File: src/rtl/out_port_fifo.sv
// Multi-channel CPU output port: bus writes are queued per channel and drained
// over valid/ready, with full/stall flags and a sticky overflow flag for dropped writes.
module out_port_fifo #(
    parameter int  WIDTH  = 32,
    parameter int  NUM_CH = 2,
    parameter int  DEPTH  = 4,
    localparam int CH_W   = (NUM_CH > 1) ? $clog2(NUM_CH) : 1,
    localparam int CNT_W  = $clog2(DEPTH) + 1
) (
    input  logic                    clk,
    input  logic                    clr,
    input  logic [WIDTH-1:0]        bus_contents,
    input  logic                    OutPort_enable,
    input  logic [CH_W-1:0]         ch_sel,
    output logic [NUM_CH*WIDTH-1:0] OutPort_output,
    output logic [NUM_CH-1:0]       out_valid,
    input  logic [NUM_CH-1:0]       out_ready,
    output logic [NUM_CH-1:0]       full,
    output logic                    stall,
    output logic                    overflow,
    input  logic                    overflow_clr
);
    localparam int                PTR_W    = $clog2(DEPTH);
    localparam int                SEL_W    = CH_W + 1;
    localparam logic [CNT_W-1:0]  FULL_CNT = CNT_W'(DEPTH);
    localparam logic [SEL_W-1:0]  NUM_CH_L = SEL_W'(NUM_CH);

    logic [WIDTH-1:0] r_mem    [NUM_CH][DEPTH];
    logic [PTR_W-1:0] r_wr_ptr [NUM_CH];
    logic [PTR_W-1:0] r_rd_ptr [NUM_CH];
    logic [CNT_W-1:0] r_cnt    [NUM_CH];
    logic [WIDTH-1:0] r_hold   [NUM_CH];
    logic             r_overflow;

    logic              w_sel_ok;
    logic [NUM_CH-1:0] w_valid;
    logic [NUM_CH-1:0] w_full;
    logic [NUM_CH-1:0] w_pop;
    logic [NUM_CH-1:0] w_hit;
    logic [NUM_CH-1:0] w_push;
    logic              w_stall;
    logic              w_drop;

    assign w_sel_ok = ({1'b0, ch_sel} < NUM_CH_L);

    // A full channel still accepts a write when its head is popped in the same cycle.
    always_comb begin
        w_valid        = '0;
        w_full         = '0;
        w_pop          = '0;
        w_hit          = '0;
        w_push         = '0;
        OutPort_output = '0;
        for (int k = 0; k < NUM_CH; k++) begin
            w_valid[k] = (r_cnt[k] != '0);
            w_full[k]  = (r_cnt[k] == FULL_CNT);
            w_pop[k]   = w_valid[k] & out_ready[k];
            w_hit[k]   = OutPort_enable & w_sel_ok & (ch_sel == CH_W'(k));
            w_push[k]  = w_hit[k] & (~w_full[k] | w_pop[k]);
            OutPort_output[k*WIDTH +: WIDTH] = w_valid[k] ? r_mem[k][r_rd_ptr[k]] : r_hold[k];
        end
        w_stall = |(w_hit & w_full & ~w_pop);
        w_drop  = w_stall | (OutPort_enable & ~w_sel_ok);
    end

    assign out_valid = w_valid;
    assign full      = w_full;
    assign stall     = w_stall;
    assign overflow  = r_overflow;

    always_ff @(posedge clk) begin
        if (clr) begin
            r_overflow <= 1'b0;
            for (int k = 0; k < NUM_CH; k++) begin
                r_wr_ptr[k] <= '0;
                r_rd_ptr[k] <= '0;
                r_cnt[k]    <= '0;
                r_hold[k]   <= '0;
            end
        end else begin
            for (int k = 0; k < NUM_CH; k++) begin
                if (w_push[k]) begin
                    r_wr_ptr[k] <= r_wr_ptr[k] + PTR_W'(1);
                end
                if (w_pop[k]) begin
                    r_hold[k]   <= r_mem[k][r_rd_ptr[k]];
                    r_rd_ptr[k] <= r_rd_ptr[k] + PTR_W'(1);
                end
                if (w_push[k] & ~w_pop[k]) begin
                    r_cnt[k] <= r_cnt[k] + CNT_W'(1);
                end else if (w_pop[k] & ~w_push[k]) begin
                    r_cnt[k] <= r_cnt[k] - CNT_W'(1);
                end
            end
            // A drop in the same cycle as a clear request leaves the flag set.
            if (w_drop) begin
                r_overflow <= 1'b1;
            end else if (overflow_clr) begin
                r_overflow <= 1'b0;
            end
        end
    end

    // Storage is not reset; occupancy alone decides what is visible.
    always_ff @(posedge clk) begin
        for (int k = 0; k < NUM_CH; k++) begin
            if (!clr && w_push[k]) begin
                r_mem[k][r_wr_ptr[k]] <= bus_contents;
            end
        end
    end

endmodule

File: config.mk
export PLATFORM = sky130hd
export DESIGN_NAME = out_port_fifo
export DESIGN_NICKNAME = d
export VERILOG_FILES = /design/src/rtl/out_port_fifo.sv
export SDC_FILE = /design/constraint.sdc
export NUM_CORES = 1
export LEC_CHECK = 0
export CORE_UTILIZATION = 45
export DETAILED_ROUTE_END_ITERATION = 7
export GPL_TIMING_DRIVEN = 0
export PLACE_DENSITY = 0.65
export SETUP_SLACK_MARGIN = 0.15
export SYNTH_ARGS = -nofsm -noshare
export SYNTH_HDL_FRONTEND = slang
export SYNTH_SLANG_ARGS = --single-unit
File: constraint.sdc
create_clock -name clk -period 7.6 [get_ports clk]
set_clock_uncertainty 0.1 [all_clocks]
set_input_delay 1.52 -clock clk [delete_from_list [all_inputs] [get_ports clk]]
set_output_delay 1.52 -clock clk [all_outputs]
set_load 0.02 [all_outputs]
Word level (Yosys, flattened, before mapping)

Memories as Yosys holds them, arrays and structs flattened.
Index checks and enable logic that the tools add are counted.

Memories kept: 5
Flip-flop bits (word level): 1
Bits in writable memories: 334
Bits of input ports: 39

Reduce and logical (&&, ||, !) cells: 10
Equality and inequality tests: 2
Muxes and demuxes: 59
$lt $le $gt $ge: 6
Bitwise gates (word level): 36
$add $sub $neg: 8

Memory list:

| name     | words | bits a word | read ports | clocked after memory_dff | write ports | line | RTL |
|---|---|---|---|---|---|---|---|
| r_mem    | 2     | 128         | 2          | 0                        | 1           | 28   | `logic [WIDTH-1:0] r_mem [NUM_CH][DEPTH];` |
| r_hold   | 2     | 32          | 2          | 0                        | 2           | 32   | `logic [WIDTH-1:0] r_hold [NUM_CH];` |
| r_cnt    | 2     | 3           | 2          | 0                        | 2           | 31   | `logic [CNT_W-1:0] r_cnt [NUM_CH];` |
| r_rd_ptr | 2     | 2           | 2          | 0                        | 2           | 30   | `logic [PTR_W-1:0] r_rd_ptr [NUM_CH];` |
| r_wr_ptr | 2     | 2           | 2          | 0                        | 2           | 29   | `logic [PTR_W-1:0] r_wr_ptr [NUM_CH];` |

Operators with widths:

| operator                                                             | count |
|---|---|
| 128-bit two-way mux                                                  | 4 |
| 32-bit two-way mux                                                   | 10 |
| 32-bit binary-select mux with 2-bit select                           | 2 |
| 32-bit demux with 2-bit select                                       | 2 |
| 128-bit OR reduction                                                 | 1 |
| 1-bit two-way mux                                                    | 33 |
| 3-bit >= comparator, second input constant                           | 4 |
| 3-bit two-way mux                                                    | 4 |
| 2-bit NOT with 3-bit output                                          | 4 |
| 1-bit OR                                                             | 12 |
| 1-bit AND                                                            | 10 |
| 2-bit by 1-bit adder with 2-bit output, second input constant        | 4 |
| 2-bit two-way mux                                                    | 4 |
| 1-bit NOT                                                            | 7 |
| 3-bit by 1-bit adder with 3-bit output, second input constant        | 2 |
| 3-bit equality test, second input constant                           | 2 |
| 3-bit by 1-bit < comparator with 1-bit output, second input constant | 2 |
| 3-bit nonzero test                                                   | 2 |
| 3-bit by 1-bit subtractor with 3-bit output, second input constant   | 2 |
| 2-bit AND                                                            | 2 |
| 1-bit logical AND                                                    | 4 |
| 2-bit NOT                                                            | 1 |
| 2-bit nonzero test                                                   | 1 |
| 2-bit OR reduction                                                   | 1 |
| 1-bit zero test                                                      | 1 |

Logic depth before layout (Yosys ltp)

Gate-level depths: netlist of run 1.
An unclocked memory read counts as a cell.

Depth after elaboration: 12
Mapped depth: 8

Worst setup path before layout of run 1

No wires, ideal clock.

Path type: input -> output
Start point: input out_ready[1]
End point: output stall
Required time: 5980 ps
Stages: 4
Path buffers: 0
Data arrival time: 2044 ps
Path slack: 3936 ps
Cell sequence: nor2b_1 and2_1 o21ai_0 inv_1

Word-level cells in the longest chain between the ends: 4

Ends and longest elaborated chain:

| element            | line | RTL |
|---|---|---|
| from (decl)        | 17   | `input logic [NUM_CH-1:0] out_ready,` |
| 1-bit AND          | 57   | `w_pop[k] = w_valid[k] & out_ready[k];` |
| 2-bit NOT          | 62   | `w_stall = \|(w_hit & w_full & ~w_pop);` |
| 2-bit AND          | 62   |  |
| 2-bit OR reduction | 62   |  |
| to (decl)          | 19   | `output logic stall,` |

Every way passes these cells.

Final worst setup path of run 1

Ends and elaborated chain as after synthesis.

==> flow_metrics.py, run 1 <==
metrics = {
    "synthesis": {
        "yosysTopAreaCell": "edfxtp_1",
        "syn_area_mm2": 0.0135,
        "yosys_most_used_dff": "edfxtp_1",
        "synth_area_per_cell_um2": 20.9,
        "synth_edf_count": 334,
        "syn_nets": 699,
        "yosysTopAreaCellShare_pct": 74.1,
        "yosysWarnings": 0,
        "syn_inst": 648,
        "netlist_top_cells_area": "edfxtp_1 (74%), mux4_2 (11%), mux2_2 (5.3%)",
        "ys_ff_latch": 335,
        "seq_area_frac_synth_pct": 74.2,
        "synth_common_cells": "edfxtp_1 (334), and2_1 (79), mux2_2 (64), mux4_2 (64), buf_6 (14)",
        "synthArstFlopShare_pct": 0,
        "synth_most_common_cell": "edfxtp_1",
        "yosys.cell_types.count": 42,
    },
    "worst_setup_path": {
        "worstSetupPathType": "in -> out",
        "cp-end-kind": "output port",
        "worstPathRequired_ns": 5.98,
        "critPathArrivalTime_ns": 3.28,
        "r2r_cells": 7,
        "start_kind": "input pin",
        "crit_slowest_cell": "clkdlybuf4s50_1",
        "crit_cells": 6,
        "max_stage_delay_ns": 0.59,
        "critPathMostFrequentCell": "clkdlybuf4s50_1",
        "path_max_fanout": 5,
        "crit_chain": "clkdlybuf4s50_1 -> nor2b_1 -> and2_1 -> o21ai_0 -> inv_1 -> clkdlybuf4s50_1",
        "cp_top_family": "buffers and inverters",
        "crit_buf_inv": 3,
    },
    "placed_design": {
        "place.gp.congestion": 0.741,
        "port_buffers": 108,
        "dp_slack_ns": 2.71,
        "hpwl_um": 17700,
    },
    "route": {
        "wirelength_um": 27600,
        "ant_nets": 0,
        "firstDrtPassIters": 5,
        "vias": 6576,
        "viasPerCell": 5.42,
        "first_iter_violations": 480,
        "drcViolationCount": 0,
        "routedWlPerCell_um": 22.8,
    },
    "floorplan": {
        "die_w_um": 175,
        "core-area_mm2": 0.0296,
        "rows": 63,
        "dieArea_mm2": 0.0308,
        "start_util_pct": 45.7,
        "die_h_um": 175,
        "ios": 109,
    },
    "clocking": {
        "h-tree-depth": 2,
        "clk_pin_slew_worst_paths_ns": 0.06,
        "postCtsSetupBuffers": 0,
        "cts_buffers": 34,
        "cts_tree": "done",
        "cts_resized": 0,
        "cts_buffer_depth": 3,
        "root_buffer": "clkbuf_16",
        "clk_latency_ns": 0.50,
        "cts_sinks": 335,
        "postCtsHoldBufs": 0,
    },
    "global_routing": {
        "grt_pass1_wl_um": 41500,
        "grt-ovfl-total": 0,
        "grt_pass1_vias": 7070,
        "grt_usage_pct": 18.4,
        "grt_max_degree": 25,
        "antenna_found_initial": 2,
    },
    "worst_hold_path": {
        "hold_path_depth": 2,
        "hold_path_class": "reg -> reg",
    },
    "sta": {
        "period_share_pct": 64.5,
        "timing.hold.ws_ns": 0.385,
        "hold_viol": 0,
        "slew_headroom_pct": 60.3,
        "drv_slew": 0,
        "finalSetupViolations": 0,
        "tightest_slew_ns": 0.595,
        "period_needed_ns": 4.90,
        "grt_setup_unrepaired": "no",
        "max_freq_mhz": 204,
        "setup_tns_ns": 0,
        "setup_slack_ns": 2.70,
    },
    "power": {
        "comb_power_share_pct": 30.0,
        "max-vdd-ir-drop_mv": 0.156,
        "switchingPower_uw": 1540,
        "swShare_pct": 27.9,
        "p_leak_uw": 0.00549,
        "clkPwrFrac_pct": 29.0,
        "power_density_mw_per_mm2": 335,
        "pwr-share-seq_pct": 40.9,
        "cellInternalPower_uw": 3960,
    },
    "layout": {
        "diodes": 0,
        "area_delta_synth_final_pct": 21.1,
        "post-route-util_pct": 55.3,
        "nNetsFinal": 853,
        "drive_above_1_share_pct": 28.7,
    },
    "status": {
        "outcome": "complete, no violations",
    },
    "job": {
        "maxCapViolCount": 0,
    },
}
==> state kept, by name, indices dropped and copies added (netlist names) <==
| name | count |
|---|---|
| overflow | 1 |
| r_mem | 256 |
| r_rd_ptr | 4 |
| r_hold | 64 |
| r_cnt | 6 |
| r_wr_ptr | 4 |
==> final timing paths <==
| kind | startpoint | end | slack (ns) |
|---|---|---|---|
| worst max-delay path | out_ready[1] | stall | 2.70 |
| worst max register to register | r_cnt[1][0]$_DFFE_PP_ | r_mem[0][171]$_DFFE_PP_ | 4.93 |
| worst min-delay path | overflow$_SDFFE_PP0P_ | overflow$_SDFFE_PP0P_ | 0.38 |
| worst min register to register | overflow$_SDFFE_PP0P_ | overflow$_SDFFE_PP0P_ | 0.38 |
==> kinds of logic after synthesis <==
logic type | after synthesis | synth area share [%]
flip-flops | 335 | 74.2
multiplexers | 128 | 16.0
AND/OR/NAND/NOR | 116 | 5.45
buffers and inverters | 40 | 2.09
AO/OA/AOI/OAI | 12 | 0.767
adder cells (fa/ha/maj) | 12 | 1.16
XOR/XNOR | 5 | 0.323
==> metal layers <==
metal  vias up  part of all wire [%]  global-route usage (%)
met1      3448                    43                    24.7
met5         -                 0.043                       0
li1       2887                     -                       -
met2       197                    49                    31.0
met3        42                   5.4                    3.23
met4         2                   1.6                    5.04
==> cell type report <==
cell class / instances / area, µm²
clock buffer: 38 / 887
tap: 390 / 488
sequential: 335 / 10000
inverter: 9 / 33.8
fill: 2253 / 13200
clock inverter: 19 / 173
buffer: 31 / 249
multi-input combinational: 273 / 3220
timing repair buffer: 118 / 1290
==> power groups by stage <==
stage / Combinational [µW] / Sequential (µW) / Clock [µW]
2_1_floorplan: 1010 / 2270 / 0
3_3_place_gp: 1620 / 2280 / 0
3_5_place_dp: 1670 / 2290 / 0
4_1_cts: 1680 / 2250 / 1630
5_1_grt: 1750 / 2260 / 1690
6_report: 1650 / 2250 / 1600
==> per-stage QoR <==
step / instances / area (µm²) / total power [µW]
3_5_place_dp: 1156 / 15300 / 3950
3_3_place_gp: 1146 / 15100 / 3910
5_1_grt: 1213 / 16400 / 5700
6_report: 1213 / 16400 / 5490
4_1_cts: 1213 / 16400 / 5560
2_1_floorplan: 648 / 13500 / 3280
==> worst reg2reg max path: stages, from the launching register on <==
cell      delay (ns)
edfxtp_1        0.38
inv_1           0.08
ha_1            0.23
and2_1          0.20
nor2b_1         0.17
nor3_1          0.42
and2_2          0.51
buf_12          0.26
==> cells in the final DEF, fill, tap and decap left out, types with 9 or more instances in the layout <==
| master | synthesis | layout |
|---|---|---|
| ha_1 | 11 | 11 |
| buf_12 | 0 | 9 |
| inv_1 | 9 | 9 |
| clkbuf_16 | 0 | 35 |
| nor2_1 | 10 | 10 |
| clkdlybuf4s50_1 | 0 | 108 |
| and2_1 | 79 | 71 |
| mux4_2 | 64 | 64 |
| edfxtp_1 | 334 | 334 |
| buf_6 | 14 | 14 |
| buf_2 | 10 | 10 |
| mux2_2 | 64 | 64 |
No activity file was read; power rests on OpenSTA's default activity.
==> inputs of run 2 (changes only) <==
==> constraint.sdc (replaced) <==
create_clock -name clk -period 5.07 [get_ports clk]
set_clock_uncertainty 0.1 [all_clocks]
set_input_delay 1.014 -clock clk [delete_from_list [all_inputs] [get_ports clk]]
set_output_delay 1.014 -clock clk [all_outputs]
set_load 0.02 [all_outputs]
==> results of run 2 <==
Same layout as run 1 (identical final DEF). Status: complete, no violations.
Among the figures that moved: setup slack after placement 2.71 ns -> 1.19 ns; setup slack after layout 2.70 ns -> 1.18 ns; start point of the critical path out_ready[1] -> r_cnt[1][0]$_DFFE_PP_; end point of the critical path stall -> OutPort_output[49]; register-to-register setup slack 4.93 ns -> 2.40 ns; total power 5490 µW -> 8240 µW; worst IR drop on VDD 0.156 mV -> 0.234 mV
==> inputs of run 3 (changes only) <==
--- a/config.mk
+++ b/config.mk
@@ -8,7 +8,7 @@
 export CORE_UTILIZATION = 45
 export DETAILED_ROUTE_END_ITERATION = 7
 export GPL_TIMING_DRIVEN = 0
-export PLACE_DENSITY = 0.65
+export PLACE_DENSITY = 0.68
 export SETUP_SLACK_MARGIN = 0.15
 export SYNTH_ARGS = -nofsm -noshare
 export SYNTH_HDL_FRONTEND = slang
==> constraint.sdc (replaced) <==
create_clock -name clk -period 3.2 [get_ports clk]
set_clock_uncertainty 0.1 [all_clocks]
set_input_delay 0.64 -clock clk [delete_from_list [all_inputs] [get_ports clk]]
set_output_delay 0.64 -clock clk [all_outputs]
set_load 0.02 [all_outputs]
==> run 3 against run 2 <==
Combinational power rose by 58%. Clock power rose by 70%. Sequential cell count did not move. Sequential share of layout area fell by 1.1 points. Die area did not move. Worst setup slack got worse by 1.0 ns. First-iteration DRC count rose by 1.7%. Count of clock-buffer cells in the layout rose by 10. Routed wire length rose by 0.92%. Worst hold slack improved by 0.022 ns. Core utilization rose by 0.98 points. Global-route usage barely moved. Highest routed layer unchanged.
==> flow_metrics.py, run 3 (synthesis gave the netlist of run 1 again) <==
metrics = {
    "placed_design": {
        "port_buffers": 108,
        "place.gp.congestion": 0.744,
        "hpwl_um": 18400,
        "post_dp_cell_area_mm2": 0.0154,
    },
    "sta": {
        "slew_headroom_pct": 62.3,
        "hold_viol": 0,
        "finalSetupViolations": 0,
        "drv_slew": 0,
        "max_freq_mhz": 326,
        "period_share_pct": 95.8,
        "tightest_slew_ns": 0.565,
        "period_needed_ns": 3.07,
        "grt_setup_unrepaired": "yes",
    },
    "layout": {
        "diodes": 0,
        "drive_above_1_share_pct": 37.1,
        "fillers": 2267,
        "mostFrequentLayoutCell": "edfxtp_1",
        "fin_area_mm2": 0.0167,
        "final_cell_mix": "edfxtp_1 (334), and2_1 (71), mux4_2 (64), mux2_2 (64)",
        "largest_reg_flops": 256,
        "nNetsFinal": 878,
        "area_delta_synth_final_pct": 23.2,
    },
    "worst_setup_path": {
        "critPathMostFrequentCell": "buf_12",
        "crit_slowest_cell": "mux4_2",
        "path_max_fanout": 9,
        "max_stage_delay_ns": 0.55,
        "cp-end-kind": "output port",
        "worstPathRequired_ns": 2.46,
        "critPathArrivalTime_ns": 2.33,
        "crit_chain": "buf_12 -> buf_12 -> mux4_2 -> mux2_2 -> dlygate4sd2_1",
        "worstSetupPathType": "reg -> out",
        "start_kind": "flop",
        "r2r_slack_ns": 0.55,
    },
    "global_routing": {
        "grt_max_degree": 27,
        "grt_pass1_wl_um": 41500,
        "antenna_found_initial": 1,
        "grt-ovfl-total": 0,
        "grt_usage_pct": 18.4,
        "grt_pass1_vias": 6922,
    },
    "floorplan": {
        "dieArea_mm2": 0.0308,
        "die_w_um": 175,
        "die_h_um": 175,
        "start_util_pct": 45.7,
        "rows": 63,
        "core-area_mm2": 0.0296,
        "ios": 109,
    },
    "status": {
        "outcome": "complete, no violations",
    },
    "power": {
        "switchingPower_uw": 3700,
        "max-vdd-ir-drop_mv": 0.402,
        "pwr-share-seq_pct": 40.1,
        "cellInternalPower_uw": 9610,
        "finalPower_uw": 13300,
        "p_leak_uw": 0.00577,
        "power_density_mw_per_mm2": 798,
        "comb_power_share_pct": 29.3,
        "clkPwrFrac_pct": 30.6,
        "swShare_pct": 27.8,
    },
    "route": {
        "ant_nets": 0,
        "vias": 6561,
        "first_iter_violations": 488,
        "wirelength_um": 27900,
        "drcViolationCount": 0,
        "routedWlPerCell_um": 22.5,
        "firstDrtPassIters": 5,
        "viasPerCell": 5.28,
    },
    "clocking": {
        "clk_pin_slew_worst_paths_ns": 0.06,
        "root_buffer": "clkbuf_16",
        "cts_buffer_depth": 3,
        "cts_tree": "done",
        "cts_sinks": 335,
        "clk_latency_ns": 0.51,
        "cts_buffers": 34,
        "h-tree-depth": 2,
    },
    "worst_hold_path": {
        "hold_path_class": "reg -> reg",
    },
    "job": {
        "maxCapViolCount": 0,
    },
}
==> run 3: changes by cell type in the layout (fill, tap and decap cells not counted), moves of 7 or more <==
cell	delta
clkdlybuf4s50_1	-66
clkbuf_2	+42
buf_4	+25
clkdlybuf4s15_2	+14
buf_2	-9
dlygate4sd2_1	+9
buf_12	+7
==> run 3: cell type report <==
type	instances	area, µm²	area share [%]
inverter	9	33.8	0.203
tap	390	488	2.93
multi-input combinational	273	3230	19.3
sequential	335	10000	60.2
clock buffer	48	967	5.80
buffer	31	373	2.24
clock inverter	13	183	1.10
timing repair buffer	143	1360	8.15
==> run 3: per-stage QoR <==
stage          setup WS, ns  setup TNS (ns)  utilization [%]  hold WS [ns]  std cells
3_5_place_dp          0.122               0             51.8         0.400       1156
2_1_floorplan         0.556               0                -         0.447        648
6_report              0.135               0             56.3         0.406       1242
3_3_place_gp         -0.589         -179.57             51.0         0.389       1146
4_1_cts              0.0341               0             56.0         0.407       1222
5_1_grt              0.0632               0             56.3         0.423       1242
==> run 3: critical path, delay by kind of cell, from the launching register on <==
family | cells | cell delay [ns]
buffers and inverters | 3 | 0.61
DFF | 1 | 0.38
muxes | 2 | 0.84
==> run 3: what timing repair did <==
action                     in CTS  in global routing
resized for setup             132                 85
buffers inserted                5                 18
setup endpoints to repair      66                 59
gates cloned                    0                  2
hold buffers                    0                  0
==> run 3: worst paths after layout <==
| check | start | end | depth (start not counted) |
|---|---|---|---|
| hold / removal | overflow$_SDFFE_PP0P_ | overflow$_SDFFE_PP0P_ | 2 |
| hold reg to reg | overflow$_SDFFE_PP0P_ | overflow$_SDFFE_PP0P_ | 2 |
| setup / recovery | r_rd_ptr[0][2]$_SDFFCE_PN0P_ | OutPort_output[42] | 5 |
| setup reg to reg | r_cnt[1][0]$_DFFE_PP_ | r_mem[0][148]$_DFFE_PP_ | 7 |
==> run 3: metal layers <==
| metal | vias to the layer above | GRT usage, % | wire length (µm) |
|---|---|---|---|
| met5 | - | 0 | 13 |
| met4 | 2 | 4.78 | 367 |
| met3 | 29 | 3.18 | 1250 |
| met2 | 163 | 31.5 | 14500 |
| met1 | 3424 | 24.3 | 11700 |
| li1 | 2943 | - | - |
==> run 3: power by group through the flow <==
| stage | Combinational [µW] | Sequential, µW | Clock (µW) |
|---|---|---|---|
| 4_1_cts | 3830 | 5340 | 4140 |
| 5_1_grt | 4150 | 5370 | 4310 |
| 3_5_place_dp | 3940 | 5440 | 0 |
| 6_report | 3900 | 5340 | 4070 |
| 3_3_place_gp | 3840 | 5420 | 0 |
| 2_1_floorplan | 2390 | 5400 | 0 |
